`src/rtl/song_data_loader_pkg.sv`:
```
// Shared definitions for the song loader: FSM state encoding and default memory geometry.
// Imported by song_data_loader and by anything that decodes its debug state port.
package song_data_loader_pkg;

    localparam int DEFAULT_DEPTH  = 4096;
    localparam int DEFAULT_ADDR_W = 12;

    typedef enum logic [2:0] {
        ST_IDLE    = 3'd0,
        ST_HDR_LO  = 3'd1,
        ST_HDR_HI  = 3'd2,
        ST_DATA_LO = 3'd3,
        ST_DATA_HI = 3'd4,
        ST_DONE    = 3'd5,
        ST_ERR     = 3'd6
    } loader_state_t;

    // Receiving states are exactly the ones that may consume a byte.
    function automatic logic is_receiving(input loader_state_t s);
        return (s == ST_HDR_LO) || (s == ST_HDR_HI) ||
               (s == ST_DATA_LO) || (s == ST_DATA_HI);
    endfunction

endpackage

```
`src/rtl/song_data_loader.sv`:
```
// Parses a byte stream (16-bit little-endian note count, then little-endian note words)
// into note-memory writes; flags completion or an oversize header.
module song_data_loader
    import song_data_loader_pkg::*;
#(
    parameter int DEPTH  = DEFAULT_DEPTH,
    parameter int ADDR_W = DEFAULT_ADDR_W
) (
    input  logic              clk,
    input  logic              reset,
    input  logic              start,
    input  logic [7:0]        byte_in,
    input  logic              byte_valid,
    output logic              byte_ready,
    output logic              wr_en,
    output logic [ADDR_W-1:0] wr_addr,
    output logic [15:0]       wr_data,
    output logic [15:0]       note_count,
    output logic              song_loaded,
    output logic              load_error,
    output loader_state_t     o_dbg_state
);

    if (DEPTH > (1 << ADDR_W)) begin : g_depth_check
        $error("song_data_loader: DEPTH exceeds 2**ADDR_W");
    end

    // Handshake: a byte moves on a rising edge when byte_valid && byte_ready;
    // byte_ready depends only on the current state, never on byte_valid.

    loader_state_t     r_state;
    logic [15:0]       r_note_count;
    logic [7:0]        r_lo_byte;
    logic [ADDR_W:0]   r_index;
    logic              r_wr_en;
    logic [ADDR_W-1:0] r_wr_addr;
    logic [15:0]       r_wr_data;
    logic              r_song_loaded;
    logic              r_load_error;

    logic              w_xfer;
    logic [15:0]       w_hdr_count;
    logic              w_last_word;

    assign byte_ready  = is_receiving(r_state);
    assign w_xfer      = byte_valid && byte_ready;
    assign w_hdr_count = {byte_in, r_note_count[7:0]};
    // Index is one bit wider than the address so a full DEPTH load never wraps.
    assign w_last_word = ((32'(r_index) + 32'd1) == 32'(r_note_count));

    always_ff @(posedge clk) begin
        if (reset) begin
            r_state       <= ST_IDLE;
            r_note_count  <= '0;
            r_lo_byte     <= '0;
            r_index       <= '0;
            r_wr_en       <= 1'b0;
            r_wr_addr     <= '0;
            r_wr_data     <= '0;
            r_song_loaded <= 1'b0;
            r_load_error  <= 1'b0;
        end else begin
            r_wr_en <= 1'b0;
            case (r_state)
                ST_IDLE, ST_DONE, ST_ERR: begin
                    if (start) begin
                        r_state       <= ST_HDR_LO;
                        r_song_loaded <= 1'b0;
                        r_load_error  <= 1'b0;
                        r_index       <= '0;
                    end
                end
                ST_HDR_LO: begin
                    if (w_xfer) begin
                        r_note_count[7:0] <= byte_in;
                        r_state           <= ST_HDR_HI;
                    end
                end
                ST_HDR_HI: begin
                    if (w_xfer) begin
                        r_note_count[15:8] <= byte_in;
                        if (w_hdr_count == 16'd0) begin
                            r_state       <= ST_DONE;
                            r_song_loaded <= 1'b1;
                        end else if (32'(w_hdr_count) > 32'(DEPTH)) begin
                            r_state      <= ST_ERR;
                            r_load_error <= 1'b1;
                        end else begin
                            r_state <= ST_DATA_LO;
                        end
                    end
                end
                ST_DATA_LO: begin
                    if (w_xfer) begin
                        r_lo_byte <= byte_in;
                        r_state   <= ST_DATA_HI;
                    end
                end
                ST_DATA_HI: begin
                    if (w_xfer) begin
                        r_wr_en   <= 1'b1;
                        r_wr_addr <= r_index[ADDR_W-1:0];
                        r_wr_data <= {byte_in, r_lo_byte};
                        r_index   <= r_index + 1'b1;
                        // Completion is flagged on the same edge as the final write strobe.
                        if (w_last_word) begin
                            r_state       <= ST_DONE;
                            r_song_loaded <= 1'b1;
                        end else begin
                            r_state <= ST_DATA_LO;
                        end
                    end
                end
                default: r_state <= ST_IDLE;
            endcase
        end
    end

    assign wr_en       = r_wr_en;
    assign wr_addr     = r_wr_addr;
    assign wr_data     = r_wr_data;
    assign note_count  = r_note_count;
    assign song_loaded = r_song_loaded;
    assign load_error  = r_load_error;
    assign o_dbg_state = r_state;

endmodule

```
`config.mk`:
```
export PLATFORM = sky130hd
export DESIGN_NAME = song_data_loader
export DESIGN_NICKNAME = d
export VERILOG_FILES = /design/src/rtl/song_data_loader_pkg.sv /design/src/rtl/song_data_loader.sv
export SDC_FILE = /design/constraint.sdc
export NUM_CORES = 1
export LEC_CHECK = 0
export ABC_CLOCK_PERIOD_IN_PS = 2550
export BUFFER_PORTS_ARGS = -buffer_cell sky130_fd_sc_hd__buf_4
export CAP_MARGIN = 20
export CORE_ASPECT_RATIO = 1.1
export CORE_MARGIN = 5
export CORE_UTILIZATION = 45
export CTS_BUF_LIST = sky130_fd_sc_hd__clkbuf_16
export DETAILED_ROUTE_END_ITERATION = 7
export PLACE_DENSITY = 0.66
export SYNTH_ARGS = -nofsm -noshare
export SYNTH_HDL_FRONTEND = slang
export SYNTH_SLANG_ARGS = --single-unit
```
`constraint.sdc`:
```
create_clock -name clk -period 2.55 [get_ports clk]
set_input_delay 0.3825 -clock clk [delete_from_list [all_inputs] [get_ports clk]]
set_output_delay 0.3825 -clock clk [all_outputs]
set_load 0.1 [all_outputs]
```
==> results of run 1 <==
-- power groups by stage --
stage               registers, mW  logic [mW]  clock network (mW)
finish                       1.16       0.434                1.24
global route                 1.16       0.461                1.29
CTS                          1.16       0.434                1.25
detailed placement           1.18       0.433                   0
global placement             1.18       0.430                   0
floorplan                    1.30       0.201                   0
-- metal layers --
layer | global-route usage, % | vias to the layer above | routed length [um]
li1 | - | 1767 | -
met1 | 29.5 | 1714 | 4770
met3 | 3.98 | 21 | 726
met2 | 36.2 | 119 | 5340
met4 | 8.23 | 0 | 252
met5 | 0 | - | 0
-- final timing paths --
check | start | to | slack, ns | depth (start not counted)
hold reg to reg | wr_addr[2] | wr_addr[2] | 0.45 | 2
setup / recovery | r_index[1] | song_loaded | 0.19 | 7
setup reg to reg | r_index[1] | song_loaded | 0.19 | 7
hold / removal | byte_in[2] | note_count[2] | 0.33 | 3
-- registers in the layout, summed over array words and instances, names as in the netlist --
signal       cells
load_error       1
note_count      16
o_dbg_state      3
r_index         13
r_lo_byte        8
song_loaded      1
wr_addr         12
wr_data         16
wr_en            1
-- area by class of cell --
cell class | instances | area (um^2) | share of cell area [%]
inverters | 4 | 15.0 | 0.334
flip-flops and latches | 71 | 1420 | 31.7
well taps | 108 | 135 | 3.01
repair buffers | 84 | 631 | 14.0
clock inverters | 7 | 61.3 | 1.36
clock buffers | 9 | 225 | 5.01
multi-input cells | 363 | 2000 | 44.6
-- critical path, stage by stage, from the launching register on --
cell     delay, ns
dfxtp_1       0.42
ha_2          0.32
and4_1        0.40
and2_1        0.19
nor2_1        0.05
or4_1         0.49
nor4_2        0.23
a41o_1        0.21
-- placed cells by master, fill, tap and decap left out, types with 5 or more instances in the layout --
master,count
nand2_1,120
nor4_1,5
nor2_1,29
dfxtp_1,70
buf_4,84
and3_1,5
nand4_1,5
o21ai_0,13
nor3_1,6
a21o_1,5
xor2_1,6
nand3_1,5
nand2b_1,8
xnor2_1,10
clkbuf_16,9
a21oi_1,73
nor2b_1,8
-- what timing repair did --
| action | CTS | global route |
|---|---|---|
| hold buffers | 0 | 0 |
| gates resized for setup | 0 | 2 |
| endpoints found under the setup margin | 0 | 3 |
| buffers inserted | 0 | 0 |
-- cell families (layout without fill, tap and decap cells) --
logic type                 count (synthesis)  in the layout  share of synthesized area [%]
DFF                                       71             71                           39.3
muxes                                      5              5                           1.45
xor gates and xnor gates                  17             17                           4.12
AOI/OAI and AO/OA                        123            123                           20.5
buffers and inverters                     46            104                           6.12
and+or+nand+nor                          217            217                           28.2
adders and majority gates                  1              1                          0.346
-- stage by stage --
stage / util (%) / hold WS, ns / setup slack (ns) / instance area, um^2
2_1_floorplan: - / 0.432 / 0.0122 / 3640
3_3_place_gp: 53.3 / 0.444 / 0.166 / 4200
3_5_place_dp: 53.3 / 0.447 / 0.103 / 4200
4_1_cts: 57.0 / 0.332 / 0.101 / 4480
5_1_grt: 57.1 / 0.344 / 0.00794 / 4490
6_report: 57.1 / 0.334 / 0.191 / 4490
==> run metrics, run 1 <==
drt wl/cell 17.2 um; Post-Synthesis Cell Area 3620 um^2; Port Buffers 62; Power Total 2.82 mW; DRC Markers 0; CP Class reg -> reg; EDFF count, synth 0; Arr. time, crit path 2.64 ns; # rows 34; H-Tree Level Count 3; final setup fails 0; Hold Crit Class in -> reg; DR vias 3621; initial antenna violation count 0; Leak 1.71 nW; top-area cell type share of the netlist area 39.3%; area leader, netlist dfxtp_1; Synth async-reset ratio 0%; Final period util ~90%; CTS clock-pin slew for the worst setup and hold paths 0.06 ns; DRT Pass-1 Iters 5; Root Driver clkbuf_16; fraction of layout cells with a size suffix above 1 21.6%; startpoint types flop; CTS Buffer Depth 2; vias in the first global route approximately 3300; synthesized flop and latch total 71; Die Wd 95.5 um; ANT nets after route 0; gpl congestion roughly 0.9; NetSw 892 uW; initial core utilization between 40 and 50%; HPWL after DPL just under 8000 um; Die Y 104 um; Core Region 7870 um^2; DR iter-0 viols 191; unrepaired setup endpoints after global routing false; Ant. Diodes 0; largest net degree at the start of global routing 50; Peak VDD IR 0.405 mV; Hold Vio Cnt, Final 0; Inserted Clock Buffers 9; measured slew at the worst slew-check pin slightly above 0.6 ns; final wirelength 11100 um; Die ar. 9930 um^2; Netlist cell types 58; Final Non-Filler Cells 646; first-pass GRT wire length roughly 17000 um; relative slew slack between 50% and 60%; Flop pwr share 40.9%; Pwr Density 629 nW/um^2; Layout area overhead 24.2%; syn_area_per_cell 7.54 um^2; CP Data Required Time between 2 and 3 ns; fin crit period approximately 2.4 ns; sw frac 31.6%; fmax 424 MHz; Top Ports 63; max-slew violation count 0; synth top area cells dfxtp_1 (39%), nand2_1 (12%), a21oi_1 (10%); grt total ovfl 0; Gate power share between 15 and 20%; clk sinks 71; outcome completed; Primary FF master, synth dfxtp_1; clock power share a little over two fifths; crit-path max FO 9; Ys Warns 0; placed instance count 630; net count after synthesis slightly below 500; Crit. End Element flop; Clock Latency Late Sink 0.33 ns; most frequent cell after synthesis nand2_1; Clock Skew between 0.005 and 0.006 ns; vias per cell between 5 and 6; setup TNS 0 ns; Fill cells 761; nets 546; cell count after synthesis 480; TritonCTS clock tree yes; Post-synth top cells nand2_1 (120), a21oi_1 (73), dfxtp_1 (71); register area share after synthesis 39.3%; All-Layer GR Usage 22.4%; Max-cap violations 0; internal power around 1.9 mW
No activity file was read; power rests on OpenSTA's default activity.
==> inputs of run 2 (changes only) <==
--- a/config.mk
+++ b/config.mk
@@ -13,7 +13,9 @@
 export CORE_UTILIZATION = 45
 export CTS_BUF_LIST = sky130_fd_sc_hd__clkbuf_16
 export DETAILED_ROUTE_END_ITERATION = 7
+export MAX_ROUTING_LAYER = met4
 export PLACE_DENSITY = 0.66
+export SETUP_SLACK_MARGIN = 0.5
 export SYNTH_ARGS = -nofsm -noshare
 export SYNTH_HDL_FRONTEND = slang
 export SYNTH_SLANG_ARGS = --single-unit
==> run metrics, run 2 (same netlist as run 1, synthesis figures left out) <==
CP cell instances buf_4, and3_1, a221o_1, a21oi_1, or4_4, nor4_4, a41o_1 (was ha_2, and4_1, and2_1, nor2_1, or4_1, nor4_2, a41o_1); fin crit period 2.11 ns (was 2.36 ns); Inserted Clock Buffers 9 (unchanged); Power Total 2.76 mW (was 2.82 mW); fraction of layout cells with a size suffix above 1 29.2% (was 21.6%); largest net degree at the start of global routing 45 (was 50); Ant. Diodes 0 (unchanged); HPWL after DPL 7670 um (was 7860 um); Fill cells 715 (was 761); Final Non-Filler Cells 645 (was 646); met1 Usage GRT 28.0% (was 29.5%); Clock Skew 0.00881 ns (was 0.00586 ns); fmax 474 MHz (was 424 MHz); Top Usage Layer GRT met2 (unchanged); max-slew violation count 0 (unchanged); Peak VDD IR 0.427 mV (was 0.405 mV); # rows 34 (unchanged); slowest CP cell or4_4 (was or4_1); placed instance count 621 (was 630); H-Tree Level Count 3 (unchanged); CP Data Required Time 2.83 ns (about the same); hold buffer count at CTS 0 (unchanged); vias in the first global route 3475 (was 3332); met3 Use GR 4.27% (was 3.98%); Die ar. 9930 um^2 (unchanged); Layout area overhead 31.4% (was 24.2%); outcome completed (unchanged); clk sinks 71 (unchanged); Crit. End Element flop (unchanged); Setup crit start r_index[3] (was r_index[1]); initial core utilization 46.0% (unchanged); Hold Crit Class in -> reg (unchanged); Die Wd 95.5 um (unchanged); grt total ovfl 0 (unchanged); Final period util 82.8% (was 92.5%); unrepaired setup endpoints after global routing true (was false); Final Cell Area 4750 um^2 (was 4490 um^2); Reg-to-Reg End song_loaded (unchanged); final wirelength 11300 um (was 11100 um); All-Layer GR Usage 23.3% (was 22.4%); clock power share 42.0% (was 43.7%); drt wl/cell 17.5 um (was 17.2 um); final setup fails 0 (unchanged); setup TNS 0 ns (unchanged); Port Buffers 62 (unchanged); commonest non-fill, non-tap cell in the layout nand2_1 (unchanged); first-pass GRT wire length 17700 um (was 17400 um); internal power 1.91 mW (was 1.93 mW); DR iter-0 viols 161 (was 191); Arr. time, crit path 2.39 ns (was 2.64 ns); TritonCTS clock tree yes (unchanged); Max-cap violations 0 (unchanged); most frequent cells in the layout nand2_1 (119), buf_4 (82), a21oi_1 (73), dfxtp_1 (45), nor2_1 (28) (was nand2_1 (120), buf_4 (84), a21oi_1 (73), dfxtp_1 (70), nor2_1 (29)); Flop pwr share 42.1% (was 40.9%); crit-path max FO 5 (was 9); ANT nets after route 0 (unchanged); nets 545 (was 546); area occupied by multi-input gates 2210 um^2 (was 2000 um^2); Gate power share 15.9% (was 15.4%); Die Y 104 um (unchanged); Leak 1.80 nW (was 1.71 nW); DRC Markers 0 (unchanged); vias per cell 5.62 (was 5.61); DRT Pass-1 Iters 4 (was 5); Register-to-Register Path Depth 7 (unchanged); CP Class reg -> reg (unchanged); Clock Latency Late Sink 0.34 ns (was 0.33 ns); max incr delay on CP 0.56 ns (was 0.49 ns); CTS Buffer Depth 2 (unchanged); startpoint types flop (unchanged); DR vias 3624 (was 3621); gpl congestion 1.03 (was 0.913); Critical R2R Launch r_index[3] (was r_index[1]); Core Region 7870 um^2 (unchanged); CTS clock-pin slew for the worst setup and hold paths 0.06 ns (about the same); Placed Area 4180 um^2 (was 4200 um^2); NetSw 852 uW (was 892 uW); Root Driver clkbuf_16 (unchanged); Pwr Density 582 nW/um^2 (was 629 nW/um^2); register area 1490 um^2 (was 1420 um^2); sw frac 30.8% (was 31.6%); relative slew slack 65.6% (was 58.3%); measured slew at the worst slew-check pin 0.516 ns (was 0.623 ns); crit path to song_loaded (unchanged); initial antenna violation count 0 (unchanged); r2r setup slk 0.44 ns (was 0.19 ns); grt met2 use 38.2% (was 36.2%); Top Ports 63 (unchanged); Hold Vio Cnt, Final 0 (unchanged)
[run 2: changes by cell type in the layout (fill, tap and decap cells not counted), moves of 3 or more]
cell,delta
dfxtp_1,-25
dfxtp_2,+9
dfxtp_4,+16
inv_6,-3
xnor2_1,-3
[run 2: area by class of cell]
cell class,instances,share of cell area [%]
inverters,4,0.316
repair buffers,83,13.2
well taps,108,2.84
clock inverters,7,1.03
multi-input cells,363,46.5
clock buffers,9,4.74
flip-flops and latches,71,31.4
[run 2: per-stage QoR]
stage	setup WS (ns)	util [%]	hold slack, ns
6_report	0.439	60.4	0.335
5_1_grt	0.385	60.4	0.342
4_1_cts	0.414	58.3	0.328
3_5_place_dp	0.144	53.1	0.447
3_3_place_gp	0.209	53.1	0.444
2_1_floorplan	0.510	-	0.432
[run 2: power groups by stage]
| stage | Combinational, mW | Clock [mW] | Sequential [mW] |
|---|---|---|---|
| after floorplan | 0.200 | 0 | 1.29 |
| after global placement | 0.411 | 0 | 1.19 |
| final | 0.440 | 1.16 | 1.16 |
| after global routing | 0.466 | 1.22 | 1.17 |
| after CTS | 0.425 | 1.18 | 1.17 |
| after detailed placement | 0.413 | 0 | 1.19 |
[run 2: timing repair]
| item | CTS | global route |
|---|---|---|
| pin swaps | 7 | 16 |
| cloned | 0 | 0 |
| setup buffers | 3 | 5 |
| setup endpoints to repair | 3 | 5 |
| endpoints found under the hold margin | 0 | 0 |
| resized for setup | 26 | 22 |
[run 2: how the worst min path moves through the flow]
stage,from,endpoint,depth (start not counted)
after CTS,byte_in[0],note_count[0],3
after detailed placement,wr_addr[2],wr_addr[2],2
after floorplan,r_lo_byte[0],wr_data[0],2
after global routing,byte_in[2],note_count[10],3
final,byte_in[7],note_count[15],3
after global placement,wr_data[14],wr_data[14],2
[run 2: per-layer routing]
| metal | routed length [um] | vias up |
|---|---|---|
| li1 | - | 1760 |
| met1 | 4820 | 1710 |
| met2 | 5590 | 132 |
| met3 | 616 | 22 |
| met4 | 270 | 0 |
| met5 | 0 | - |
[run 2: critical path: cells and delay by family (launching register included)]
kind / cells / cell delay (ns)
flip-flops: 1 / 0.43
buffers and inverters: 1 / 0.18
AND/OR/NAND/NOR: 3 / 0.97
AO/OA/AOI/OAI: 3 / 0.47
==> inputs of run 3 (changes only) <==
--- a/config.mk
+++ b/config.mk
@@ -5,7 +5,7 @@
 export SDC_FILE = /design/constraint.sdc
 export NUM_CORES = 1
 export LEC_CHECK = 0
-export ABC_CLOCK_PERIOD_IN_PS = 2550
+export ABC_CLOCK_PERIOD_IN_PS = 2100
 export BUFFER_PORTS_ARGS = -buffer_cell sky130_fd_sc_hd__buf_4
 export CAP_MARGIN = 20
 export CORE_ASPECT_RATIO = 1.1
==> constraint.sdc (replaced) <==
create_clock -name clk -period 2.1 [get_ports clk]
set_input_delay 0.315 -clock clk [delete_from_list [all_inputs] [get_ports clk]]
set_output_delay 0.315 -clock clk [all_outputs]
set_load 0.1 [all_outputs]
==> run metrics, run 3 (same netlist as run 1, synthesis figures left out) <==
startpoint types flop (unchanged); Port Buffers 62 (unchanged); Max-cap violations 0 (unchanged); unrepaired setup endpoints after global routing true (unchanged); Inserted Clock Buffers 9 (unchanged); Clock Skew 0.00868 ns (was 0.00881 ns); most frequent cells in the layout nand2_1 (119), buf_4 (113), a21oi_1 (68), dfxtp_1 (46), nor2_1 (25) (was nand2_1 (119), buf_4 (82), a21oi_1 (73), dfxtp_1 (45), nor2_1 (28)); relative slew slack 61.5% (was 65.6%); grt total ovfl 0 (unchanged); hold buffer count at CTS 0 (unchanged); DRT Pass-1 Iters 5 (was 4); fraction of layout cells with a size suffix above 1 37.8% (was 29.2%); NetSw 1.10 mW (was 852 uW); Arr. time, crit path 2.49 ns (was 2.39 ns); failing checks negative setup slack; r2r setup slk -0.11 ns (was 0.44 ns); clk sinks 71 (unchanged); Final Cell Area 5260 um^2 (was 4750 um^2); DR vias 3875 (was 3624); Root Driver clkbuf_16 (unchanged); Core Util, Final 66.9% (was 60.4%); sw frac 30.8% (about the same); Crit. End Element flop (unchanged); CTS Buffer Depth 2 (unchanged); Setup WS pre-CTS -0.132 ns (was 0.144 ns); fin crit period 2.21 ns (was 2.11 ns); vias in the first global route 3674 (was 3475); crit-path max FO 7 (was 5); outcome finished with violations (was completed); fmax 452 MHz (was 474 MHz); All-Layer GR Usage 23.8% (was 23.3%); commonest non-fill, non-tap cell in the layout nand2_1 (unchanged); Top Ports 63 (unchanged); Peak VDD IR 0.584 mV (was 0.427 mV); CP Class reg -> reg (unchanged); internal power 2.47 mW (was 1.91 mW); max-slew violation count 0 (unchanged); Final period util 105% (was 82.8%); Ant. Diodes 0 (unchanged); TritonCTS clock tree yes (unchanged); Die Wd 95.5 um (unchanged); CP Data Required Time 2.37 ns (was 2.83 ns); Hold Crit Class in -> reg (unchanged); Flop pwr share 39.4% (was 42.1%); # rows 34 (unchanged); Core Region 7870 um^2 (unchanged); Leak 2.05 nW (was 1.80 nW); Layout area overhead 45.5% (was 31.4%); DR iter-0 viols 184 (was 161); Clock Latency Late Sink 0.33 ns (was 0.34 ns); Fill cells 668 (was 715); Placed Area 4450 um^2 (was 4180 um^2); Die ar. 9930 um^2 (unchanged); largest net degree at the start of global routing 53 (was 45); DRC Markers 0 (unchanged); ANT nets after route 0 (unchanged); clock power share 42.4% (was 42.0%); CTS clock-pin slew for the worst setup and hold paths 0.06 ns (about the same); Die Y 104 um (unchanged); vias per cell 5.62 (about the same); fin worst setup slack -0.111 ns (was 0.439 ns); H-Tree Level Count 3 (unchanged); Hold WS 0.262 ns (was 0.335 ns); HPWL after DPL 7670 um (about the same); Hold Vio Cnt, Final 0 (unchanged); measured slew at the worst slew-check pin 0.578 ns (was 0.516 ns); Pwr Density 678 nW/um^2 (was 582 nW/um^2); drt wl/cell 17.8 um (was 17.5 um); final setup fails 3 (was 0); initial antenna violation count 0 (unchanged); final wirelength 12300 um (was 11300 um); gpl congestion 0.956 (was 1.03); initial core utilization 46.0% (unchanged); Gate power share 18.2% (was 15.9%); first-pass GRT wire length 18300 um (was 17700 um); nets 590 (was 545)
## run 3: cell types whose count changed in the layout (fill, tap and decap cells not counted), moves of 4 or more
| cell | before | now |
|---|---|---|
| o21ai_0 | 12 | 5 |
| buf_6 | 1 | 8 |
| a21oi_2 | 0 | 5 |
| clkinvlp_4 | 4 | 0 |
| a21oi_1 | 73 | 68 |
| buf_4 | 82 | 113 |
| clkbuf_16 | 9 | 13 |
| o21ai_1 | 2 | 6 |
## run 3: metrics by stage
| step | TNS, ns | power, mW | instances |
|---|---|---|---|
| after floorplan | 0 | 1.84 | 480 |
| after global placement | -0.154 | 1.95 | 645 |
| after detailed placement | -0.247 | 1.96 | 645 |
| after CTS | -0.00529 | 3.50 | 672 |
| after global routing | -0.581 | 3.68 | 690 |
| final | -0.273 | 3.57 | 690 |
## run 3: path summary, 6_finish.rpt
| check | start | endpoint | cells after the start |
|---|---|---|---|
| min reg2reg | wr_addr[5] | wr_addr[5] | 2 |
| max reg2reg | r_index[0] | song_loaded | 8 |
| max | r_index[0] | song_loaded | 8 |
| min | byte_in[0] | note_count[0] | 3 |
## run 3: critical path, stage by stage (launching register included)
cell and delay [ns]:
dfxtp_4 0.37, ha_4 0.18, nand4_1 0.23, buf_4 0.22
o22ai_2 0.16, a21oi_2 0.09, or4_4 0.50, nor4_4 0.19
a41o_1 0.20
## run 3: routing by layer
metal	track usage (%)	share of wire, %	vias up
met3	3.98	6.0	26
met5	-	0	-
met4	7.42	2.7	0
met2	38.5	49	154
met1	30.0	42	1843
li1	-	-	1852
## run 3: timing repair
action                                 in CTS  in global routing
setup buffers                              11                 14
gates resized for setup                    22                 36
cloned                                      0                  4
setup endpoints to repair                  13                 37
endpoints found under the hold margin       0                  0
pin swaps                                  16                 17
## run 3: layout make-up
cell class / count / area, um^2 / share of cell area (%)
clock buffers: 10 / 250 / 4.76
clock inverters: 6 / 43.8 / 0.832
inverters: 4 / 15.0 / 0.285
multi-input cells: 363 / 2250 / 42.7
flip-flops and latches: 71 / 1490 / 28.3
well taps: 108 / 135 / 2.57
repair buffers: 128 / 1080 / 20.5
## run 3: power groups by stage
stage	clock network, mW	logic [mW]	registers, mW
after global routing	1.60	0.680	1.41
after detailed placement	0	0.516	1.44
after floorplan	0	0.273	1.57
after global placement	0	0.512	1.44
final	1.51	0.649	1.40
after CTS	1.53	0.562	1.41
